[config.mk]
export PLATFORM = sky130hd
export DESIGN_NAME = tone_sequencer
export DESIGN_NICKNAME = d
export VERILOG_FILES = /design/src/rtl/audio_pkg.sv /design/src/rtl/tick_prescaler.sv /design/src/rtl/tone_sequencer.sv
export SDC_FILE = /design/constraint.sdc
export NUM_CORES = 1
export LEC_CHECK = 0
export CORE_MARGIN = 4
export CORE_UTILIZATION = 55
export DETAILED_ROUTE_END_ITERATION = 7
export PLACE_DENSITY = 0.88
export SYNTH_ARGS = -nofsm -noshare
export SYNTH_HDL_FRONTEND = slang
export SYNTH_SLANG_ARGS = --single-unit
[constraint.sdc]
create_clock -name clk -period 7.7 [get_ports clk]
set_clock_uncertainty 0.15 [all_clocks]
set_input_delay 0.77 -clock clk [delete_from_list [all_inputs] [get_ports clk]]
set_output_delay 0.77 -clock clk [all_outputs]
set_load 0.02 [all_outputs]
[src/rtl/audio_pkg.sv]
// rtl/audio_pkg.sv - shared audio constants and tone sequencer state encoding
package audio_pkg;

    localparam int ROM_AW = 5;
    localparam int SAMPLE_W = 4;
    localparam logic [SAMPLE_W-1:0] MIDSCALE = 4'h8;

    typedef enum logic [1:0] {
        ST_IDLE = 2'd0,
        ST_PLAY = 2'd1,
        ST_GAP  = 2'd2
    } state_t;

endpackage

[src/rtl/tick_prescaler.sv]
// rtl/tick_prescaler.sv - free-running divider producing one sample tick every CLK_DIV cycles
module tick_prescaler #(
    parameter int CLK_DIV = 1134
) (
    input  logic clk,
    input  logic rst_n,
    output logic tick
);

    localparam int CW = (CLK_DIV > 1) ? $clog2(CLK_DIV) : 1;

    logic [CW-1:0] cnt;

    assign tick = (cnt == CW'(CLK_DIV - 1));

    // Count 0..CLK_DIV-1 forever; never restarted by note traffic.
    always_ff @(posedge clk or negedge rst_n) begin
        if (!rst_n) begin
            cnt <= '0;
        end else if (tick) begin
            cnt <= '0;
        end else begin
            cnt <= cnt + CW'(1);
        end
    end

endmodule

[src/rtl/tone_sequencer.sv]
// rtl/tone_sequencer.sv - note player: phase accumulator into sine ROM, timed rest; option TONE_ZERO_CROSS_EN
module tone_sequencer
    import audio_pkg::*;
#(
    parameter int CLK_DIV   = 1134,
    parameter int PHASE_W   = 16,
    parameter int DUR_W     = 16,
    parameter int GAP_TICKS = 64
) (
    input  logic                clk,
    input  logic                rst_n,
    input  logic                note_valid,
    output logic                note_ready,
    input  logic [PHASE_W-1:0]  note_inc,
    input  logic [DUR_W-1:0]    note_dur,
    input  logic                abort,
    output logic [ROM_AW-1:0]   rom_addr,
    input  logic [SAMPLE_W-1:0] rom_data,
    output logic [SAMPLE_W-1:0] sample_out,
    output logic                sample_valid,
    output logic                busy
);

    localparam int GAP_W    = (GAP_TICKS > 1) ? $clog2(GAP_TICKS) : 1;
    localparam int GAP_LAST = (GAP_TICKS > 0) ? GAP_TICKS - 1 : 0;
    localparam state_t AFTER_NOTE = (GAP_TICKS != 0) ? ST_GAP : ST_IDLE;

    state_t               state_q, state_d;
    logic [PHASE_W-1:0]   phase_q, phase_d;
    logic [PHASE_W-1:0]   inc_q, inc_d;
    logic [DUR_W-1:0]     dur_q, dur_d;
    logic [GAP_W-1:0]     gap_q, gap_d;
    logic [SAMPLE_W-1:0]  sample_d;
    logic                 valid_d;
    logic                 tick;
    logic [PHASE_W:0]     sum;
    logic                 last_tick;
    logic                 stop;

    tick_prescaler #(.CLK_DIV(CLK_DIV)) u_prescaler (
        .clk   (clk),
        .rst_n (rst_n),
        .tick  (tick)
    );

    assign note_ready = (state_q == ST_IDLE);
    assign busy       = (state_q != ST_IDLE);
    assign rom_addr   = phase_q[PHASE_W-1 -: ROM_AW];
    assign sum        = {1'b0, phase_q} + {1'b0, inc_q};
    assign last_tick  = (dur_q <= DUR_W'(1));

`ifdef TONE_ZERO_CROSS_EN
    // Once the duration is spent, hold on until the phase wraps so the note ends at a cycle boundary.
    assign stop = last_tick && (sum[PHASE_W] || (inc_q == '0));
`else
    assign stop = last_tick;
`endif

    // Next-state and datapath updates; abort overrides ticks and accepts.
    always_comb begin
        state_d  = state_q;
        phase_d  = phase_q;
        inc_d    = inc_q;
        dur_d    = dur_q;
        gap_d    = gap_q;
        sample_d = sample_out;
        valid_d  = 1'b0;
        if (abort) begin
            state_d  = ST_IDLE;
            phase_d  = '0;
            dur_d    = '0;
            gap_d    = '0;
            sample_d = MIDSCALE;
        end else begin
            case (state_q)
                ST_IDLE: begin
                    if (note_valid) begin
                        phase_d = '0;
                        inc_d   = note_inc;
                        dur_d   = note_dur;
                        gap_d   = '0;
                        state_d = (note_dur != '0) ? ST_PLAY : AFTER_NOTE;
                    end
                end
                ST_PLAY: begin
                    if (tick) begin
                        sample_d = rom_data;
                        valid_d  = 1'b1;
                        phase_d  = sum[PHASE_W-1:0];
                        if (dur_q != '0) begin
                            dur_d = dur_q - DUR_W'(1);
                        end
                        if (stop) begin
                            state_d = AFTER_NOTE;
                        end
                    end
                end
                ST_GAP: begin
                    if (tick) begin
                        sample_d = MIDSCALE;
                        valid_d  = 1'b1;
                        if (gap_q == GAP_W'(GAP_LAST)) begin
                            gap_d   = '0;
                            state_d = ST_IDLE;
                        end else begin
                            gap_d = gap_q + GAP_W'(1);
                        end
                    end
                end
                default: begin
                    state_d = ST_IDLE;
                end
            endcase
        end
    end

    // State and datapath registers; reset drops any note in flight.
    always_ff @(posedge clk or negedge rst_n) begin
        if (!rst_n) begin
            state_q      <= ST_IDLE;
            phase_q      <= '0;
            inc_q        <= '0;
            dur_q        <= '0;
            gap_q        <= '0;
            sample_out   <= MIDSCALE;
            sample_valid <= 1'b0;
        end else begin
            state_q      <= state_d;
            phase_q      <= phase_d;
            inc_q        <= inc_d;
            dur_q        <= dur_d;
            gap_q        <= gap_d;
            sample_out   <= sample_d;
            sample_valid <= valid_d;
        end
    end

endmodule

==> impl_results.rst, run 1 <==
.. list-table::
   :header-rows: 1

   * - Metric
     - Value
   * - DRC viols
     - 0
   * - Share of async-settable or async-resettable flops after synthesis
     - between 90% and 100%
   * - Met2 WL
     - about 4.8 mm
   * - Number of max-cap violations
     - 0
   * - Wire length on met3
     - about 430 um
   * - CTS tree
     - built
   * - Post-Synthesis Mean Instance Area
     - between 9 and 10 sq um
   * - Static leakage
     - 0.00229 uW
   * - Clock input transition at the sequential cells of the worst setup and hold paths
     - ~0.08 ns
   * - Area of the mapped netlist
     - 4210 sq um
   * - Sequential cell area
     - 1800 sq um
   * - Highest net fanout along the worst path
     - 18
   * - Area inside the core boundary
     - roughly 7300 sq um
   * - Post-route setup TNS
     - 0 ns
   * - Top-Level Pins
     - 52
   * - Pin slew with the least headroom to its limit
     - approximately 1.1 ns
   * - Resized cells post-CTS
     - 0
   * - Total wire length
     - 9.71 mm
   * - Postcts setup bufs
     - 0
   * - Number of failing setup endpoints in the final timing report
     - 0
   * - Syn Nets
     - ~530
   * - Via-to-Cell Ratio
     - 5.91
   * - Critical Path, Cell by Cell
     - clkdlybuf4s50_1 > nand3b_1 > clkinv_1 > a21oi_1 > nor2_1 > o21ai_0 > o31ai_1
   * - First-pass GRT wire length
     - ~16 mm
   * - EDFF count, synth
     - 0
   * - Number of routed nets with antenna violations
     - 0
   * - Commonest non-fill, non-tap cell in the layout
     - nand2_1
   * - Detailed-route wire length on metal 1
     - 4.35 mm
   * - Top library cells by usage in the layout, fill and taps aside
     - nand2_1, dfrtp_1, clkdlybuf4s50_1
   * - Distinct cells, synth
     - 58
   * - Number of buffers on the longest clock path
     - 2
   * - Antenna fix cells
     - 0
   * - Routed wirelength normalized by instance count
     - around 16 um
   * - Critical Path Max Stage Delay
     - between 0.8 and 0.9 ns
   * - Initial Utilization
     - approximately 57%
   * - Worst-case register-to-register setup slack
     - ~4.4 ns
   * - Min-Delay Path Class
     - flip-flop to flip-flop
   * - Die outline width
     - around 95 um
   * - Power per unit of standard cell area
     - 272 nW/um^2
   * - Kind of start point of the critical path
     - input port
   * - Signal arrival time at the worst endpoint
     - roughly 3.5 ns
   * - Crit share post-route
     - between 40% and 50%
   * - Share of the core filled with cells in the final layout
     - roughly two thirds
   * - Worst max-slew margin expressed relative to the limit
     - between 20% and 30%
   * - Half-perimeter wire length after detailed placement
     - between 7 and 8 mm
   * - Worst-Skew Late Latency
     - roughly 0.34 ns
   * - Site Rows
     - 31
   * - Most common flop cell mapped by yosys
     - dfrtp_1
   * - Number of port buffers
     - between 50 and 60
   * - Total congestion overflow
     - 0
   * - Fraction of final layout cells with drive strength greater than 1
     - 6.19%
   * - Count of final hold-check violations
     - 0
   * - Time the final worst path needs with I/O delays and setup
     - between 3 and 4 ns
   * - Largest net degree at the start of global routing
     - 73
   * - Die outline area
     - 9110 sq um
   * - Initial antenna violation count
     - 0
   * - Setup repair after global routing missed its margin
     - false
   * - Area growth from synthesis to layout
     - 17.7%
   * - Sequential area share after synthesis
     - a little over two fifths
   * - Routed via count
     - 3,641
   * - Cell with the biggest individual delay on the critical path
     - clkdlybuf4s50_1
   * - Critical Setup Path Class
     - input port to flip-flop
   * - Capturing element type of the critical path
     - flip-flop
   * - Pre-Repair DR Iteration Count
     - 4
   * - Top layer in use
     - met4
   * - Required arrival time at the worst endpoint
     - a little under 8 ns
   * - Yosys reg bits
     - between 70 and 80
   * - Root buffer selected by CTS
     - clkbuf_8
   * - Number of hold buffers added after cts
     - 0
   * - Worst supply voltage drop on vdd
     - 0.000151 V
   * - Number of inserted filler cells in the final layout
     - roughly 550
   * - Synthesized instance count
     - 467
   * - Outcome
     - completed
   * - Height of the die
     - 95.5 um
   * - H-Tree Level Count
     - 3
   * - Yosys synthesis warning count
     - 0
   * - Total area of multi-input combinational cells
     - around 2200 sq um
   * - 1st-iter DRT viols
     - ~270
   * - Num Clock Sinks
     - 72
   * - Max frequency
     - 0.291 GHz
   * - CTS buffer count
     - 9
   * - Final #Nets
     - roughly 580
   * - Number of global-route vias before repair
     - roughly 3,600
   * - Tot GR Track Use
     - between 20% and 30%
   * - Final GP Congestion
     - around 0.87
   * - Final Slew Violations
     - 0
## path summary, 6_finish.rpt
check                                 from            endpoint  cells after the start
worst max register to register  state_q[1]         phase_q[15]                      8
min in group asynchronous            rst_n  u_prescaler.cnt[2]                      2
worst max-delay path                 abort           dur_q[15]                      7
max in group asynchronous            rst_n         phase_q[11]                      2
worst min register to register    inc_q[0]            inc_q[0]                      2
worst min-delay path              inc_q[0]            inc_q[0]                      2
## cell families after synthesis
kind of cell               after synthesis  synth area share, %
buffers and inverters                   33                 3.75
AOI/OAI and AO/OA                      118                 18.6
and+or+nand+nor                        194                 22.0
DFF                                     72                 42.9
adders and majority gates               25                 7.61
muxes                                    1                0.238
xor gates and xnor gates                24                 5.00
## per-layer routing
metal,track usage (%),up-vias
met5,0,-
met4,7.94,0
met3,4.58,21
met2,36.4,106
met1,29.9,1771
li1,-,1743
## power breakdown
part           switching, uW  internal [uW]  leakage [uW]  total (uW)
Sequential              68.8            454      0.000951         523
Clock                    139            167      0.000109         306
Combinational            312            208       0.00122         520
## cell usage after synthesis, types with 2 or more instances
cell type  instances  area, sq um
nor2b_1            2         12.5
ha_1              24          300
buf_4              5         37.5
a211oi_1           4         30.0
or2_2              3         18.8
and4bb_1           2         25.0
and3_1             4         25.0
nand2_1           85          319
o22ai_1            2         12.5
nor2_1            42          158
a21oi_1           25          125
or3_1              2         12.5
o21bai_1           3         22.5
dfrtp_1           71         1780
o31ai_1            2         15.0
a21o_1             4         30.0
nand3b_1           4         30.0
clkbuf_1          12         45.0
inv_1             13         48.8
xnor2_1           15          131
nand2b_1          10         62.6
a31oi_1            6         37.5
o211ai_1           3         22.5
a22o_1            15          131
buf_6              2         22.5
nor3_1             8         40.0
a32oi_1            2         17.5
a22oi_1            5         37.5
o21ai_0           36          180
nand3_1           15         75.1
xor2_1             9         78.8
nor4_1             6         37.5
## state kept, by name, indices dropped and copies added (netlist names)
name,flops
gap_q,6
state_q,2
sample_valid,1
inc_q,16
sample_out,4
u_prescaler.cnt,11
dur_q,16
phase_q,16
## critical path, delay by kind of cell
family | cells | cell delay, ns
AO/OA/AOI/OAI | 3 | 0.59
buffers and inverters | 2 | 1.47
AND/OR/NAND/NOR | 2 | 0.67
## per-stage QoR
step | power [uW] | hold slack [ns] | cell area, sq um | std cells | setup slack (ns)
final | 1350 | 0.337 | 4950 | 616 | 4.27
after floorplan | 899 | 0.300 | 4210 | 467 | 5.29
after CTS | 1350 | 0.343 | 4950 | 616 | 4.27
after global placement | 1010 | 0.317 | 4750 | 600 | 4.02
after detailed placement | 1040 | 0.323 | 4750 | 600 | 3.91
after global routing | 1440 | 0.371 | 4950 | 616 | 3.96
## cell type report
cell class	count	area share [%]
tap	99	2.50
multi-input combinational	362	45.4
inverter	14	1.06
clock buffer	11	3.06
timing repair buffer	53	10.5
clock inverter	5	1.09
sequential	72	36.4
Note: power is estimated with default switching activity, not from simulation.
==> run 2, diff against run 1 <==
- CORE_UTILIZATION: 55 -> 51
- PLACE_DENSITY: 0.88 -> 0.86
- clock period: 7.7 -> 2.84 ns (I/O delays scaled with it)
==> impl_results.rst, run 2 (synthesized netlist as in run 1, its figures left out) <==
.. list-table::
   :header-rows: 1

   * - Metric
     - Value
   * - Setup repair after global routing missed its margin
     - false (unchanged)
   * - Via-to-Cell Ratio
     - 5.73 (was 5.91)
   * - 1st-iter DRT viols
     - 155 (was 273)
   * - Top library cells by usage in the layout, fill and taps aside
     - nand2_1, dfrtp_1, clkdlybuf4s50_1 (unchanged)
   * - Tot GR Track Use
     - 20.6% (was 22.4%)
   * - Antenna fix cells
     - 0 (unchanged)
   * - Critical Setup Path Class
     - flip-flop to flip-flop (was input port to flip-flop)
   * - DRC viols
     - 0 (unchanged)
   * - Pre-Repair DR Iteration Count
     - 5 (was 4)
   * - Reported net switching power
     - 1430 uW (was 520 uW)
   * - Worst-Skew Late Latency
     - 0.35 ns (was 0.34 ns)
   * - Worst max-slew margin expressed relative to the limit
     - 54.3% (was 23.4%)
   * - Worst setup slack after layout
     - 0.257 ns (was 4.27 ns)
   * - Top-Level Pins
     - 52 (unchanged)
   * - Final #Nets
     - 588 (was 577)
   * - Capturing element type of the critical path
     - flip-flop (unchanged)
   * - Register share of total power
     - 37.2% (was 38.7%)
   * - Pin slew with the least headroom to its limit
     - 0.686 ns (was 1.14 ns)
   * - Initial Utilization
     - 53.3% (was 57.4%)
   * - Reg-to-Reg Start
     - phase_q[0] (was state_q[1])
   * - Height of the die
     - 98.8 um (was 95.5 um)
   * - Biggest regs
     - dur_q (16), inc_q (16), phase_q (16) (unchanged)
   * - Time the final worst path needs with I/O delays and setup
     - between 2 and 3 ns
   * - Highest net fanout along the worst path
     - 3 (was 18)
   * - Min-Delay Path Class
     - input port to flip-flop (was flip-flop to flip-flop)
   * - Hold Slack
     - 0.310 ns (was 0.337 ns)
   * - Resized cells post-CTS
     - 0 (unchanged)
   * - Cell with the biggest individual delay on the critical path
     - fa_1 (was clkdlybuf4s50_1)
   * - Root buffer selected by CTS
     - clkbuf_8 (unchanged)
   * - First-pass GRT wire length
     - 16.5 mm (was 16.3 mm)
   * - Required arrival time at the worst endpoint
     - 2.93 ns (was 7.77 ns)
   * - Area of all placed cells without fillers
     - 5080 sq um (was 4950 sq um)
   * - Number of inserted filler cells in the final layout
     - 649 (was 548)
   * - Final GP Congestion
     - 0.871 (was 0.873)
   * - H-Tree Level Count
     - 3 (unchanged)
   * - Post-route setup TNS
     - 0 ns (unchanged)
   * - Half-perimeter wire length after detailed placement
     - 7.09 mm (was 7.03 mm)
   * - Commonest non-fill, non-tap cell in the layout
     - nand2_1 (unchanged)
   * - Crit path max-delay family
     - compound AO/OA/AOI/OAI gates (was buffers and inverters)
   * - CTS buffer count
     - 9 (unchanged)
   * - Initial antenna violation count
     - 0 (unchanged)
   * - Power per unit of standard cell area
     - 749 nW/um^2 (was 272 nW/um^2)
   * - Crit path launch
     - phase_q[0] (was abort)
   * - Static leakage
     - 0.00235 uW (was 0.00229 uW)
   * - Max frequency
     - between 0.3 and 0.4 GHz
   * - # placed instances
     - 613 (was 600)
   * - Die outline area
     - 9770 sq um (was 9110 sq um)
   * - Total wire length
     - 9.84 mm (was 9.71 mm)
   * - Int Pwr
     - 2370 uW (was 829 uW)
   * - Critical Path Max Stage Delay
     - 0.44 ns (was 0.85 ns)
   * - Die outline width
     - 98.8 um (was 95.5 um)
   * - Count of final hold-check violations
     - 0 (unchanged)
   * - Area growth from synthesis to layout
     - 20.7% (was 17.7%)
   * - Post-Place Worst Slack
     - 0.268 ns (was 3.91 ns)
   * - Area inside the core boundary
     - 7890 sq um (was 7330 sq um)
   * - Outcome
     - completed (unchanged)
   * - Largest net degree at the start of global routing
     - 48 (was 73)
   * - Final Slew Violations
     - 0 (unchanged)
   * - Dpl cell area
     - 4840 sq um (was 4750 sq um)
   * - Routed via count
     - 3,612 (was 3,641)
   * - Total congestion overflow
     - 0 (unchanged)
   * - Num Clock Sinks
     - 72 (unchanged)
   * - Fraction of final layout cells with drive strength greater than 1
     - 7.77% (was 6.19%)
   * - Routed wirelength normalized by instance count
     - 15.6 um (was 15.8 um)
   * - Final standard cell count with taps included and fillers excluded
     - 630 (was 616)
   * - Number of port buffers
     - 51 (unchanged)
   * - Crit share post-route
     - about nine tenths
   * - Number of global-route vias before repair
     - 3,636 (was 3,593)
   * - Part of the power in the clock network
     - 24.6% (was 22.7%)
   * - CTS tree
     - built (unchanged)
   * - Combinational Power Share
     - 38.2% (was 38.6%)
   * - Signal arrival time at the worst endpoint
     - 2.67 ns (was 3.51 ns)
   * - Kind of start point of the critical path
     - flip-flop (was input port)
   * - WP buf/inv
     - 0 (was 2)
   * - Worst supply voltage drop on vdd
     - 0.000379 V (was 0.000151 V)
   * - Clock input transition at the sequential cells of the worst setup and hold paths
     - 0.08 ns (about the same)
   * - Site Rows
     - 32 (was 31)
   * - Number of max-cap violations
     - 0 (unchanged)
   * - Switching power as a share of total power
     - 37.6% (was 38.5%)
   * - Number of failing setup endpoints in the final timing report
     - 0 (unchanged)
   * - Number of buffers on the longest clock path
     - 2 (unchanged)
   * - Min-delay src
     - note_inc[6] (was inc_q[0])
   * - Number of routed nets with antenna violations
     - 0 (unchanged)
   * - Critical Path, Cell by Cell
     - ha_1 > fa_1 > a211oi_1 > o211ai_1 > a41o_1 > nor2_1 > o21bai_1 > xor2_1 > a22o_1 (was clkdlybuf4s50_1 > nand3b_1 > clkinv_1 > a21oi_1 > nor2_1 > o21ai_0 > o31ai_1)
## run 2: layout make-up
cell class / count / area, sq um / share of cell area [%]
clock inverters: 4 / 76.3 / 1.50
clock buffers: 12 / 155 / 3.05
repair buffers: 64 / 618 / 12.2
well taps: 102 / 128 / 2.51
inverters: 14 / 52.6 / 1.03
flip-flops and latches: 72 / 1800 / 35.5
multi-input cells: 362 / 2250 / 44.2
## run 2: power by group through the flow
stage | logic [uW] | registers [uW] | clock network [uW]
2_1_floorplan | 1060 | 1370 | 0
3_3_place_gp | 1370 | 1420 | 0
3_5_place_dp | 1430 | 1430 | 0
4_1_cts | 1440 | 1410 | 949
5_1_grt | 1610 | 1440 | 994
6_report | 1450 | 1420 | 936
## run 2: worst paths after layout
path                                 endpoint  slack (ns)  depth (start not counted)
worst max-delay path              phase_q[12]        0.26                          9
worst min-delay path                 inc_q[6]        0.31                          3
worst max register to register    phase_q[12]        0.26                          9
worst min register to register      inc_q[13]        0.34                          2
max in group asynchronous       sample_out[3]        1.49                          3
min in group asynchronous            inc_q[4]        0.34                          2
## run 2: layer usage
layer,wire length (um),vias up,part of all wire (%),global-route usage [%]
li1,-,1757,-,-
met1,4210,1726,43,24.8
met2,4980,114,51,36.4
met3,512,15,5.2,4.67
met4,139,0,1.4,7.04
met5,0,-,0,0
## run 2: timing repair
item,in CTS,in global routing
hold buffers,1,0
endpoints found under the hold margin,25,0
setup buffers,0,0
## run 2: worst min-delay path, cell delays in order
cell             delay [ns]
clkdlybuf4s50_1        0.40
nand2_1                0.05
nand2_1                0.04
## run 2: per-stage QoR
| step | utilization [%] | total power (uW) |
|---|---|---|
| after global routing | 64.4 | 4050 |
| after detailed placement | 61.3 | 2860 |
| after floorplan | - | 2440 |
| after global placement | 61.3 | 2790 |
| after CTS | 64.4 | 3810 |
| final | 64.4 | 3810 |
==> run 3, diff against run 2 <==
- GPL_ROUTABILITY_DRIVEN: default -> 1
==> results of run 3 <==
No change in the layout: final DEF, timing and power equal those of run 2.
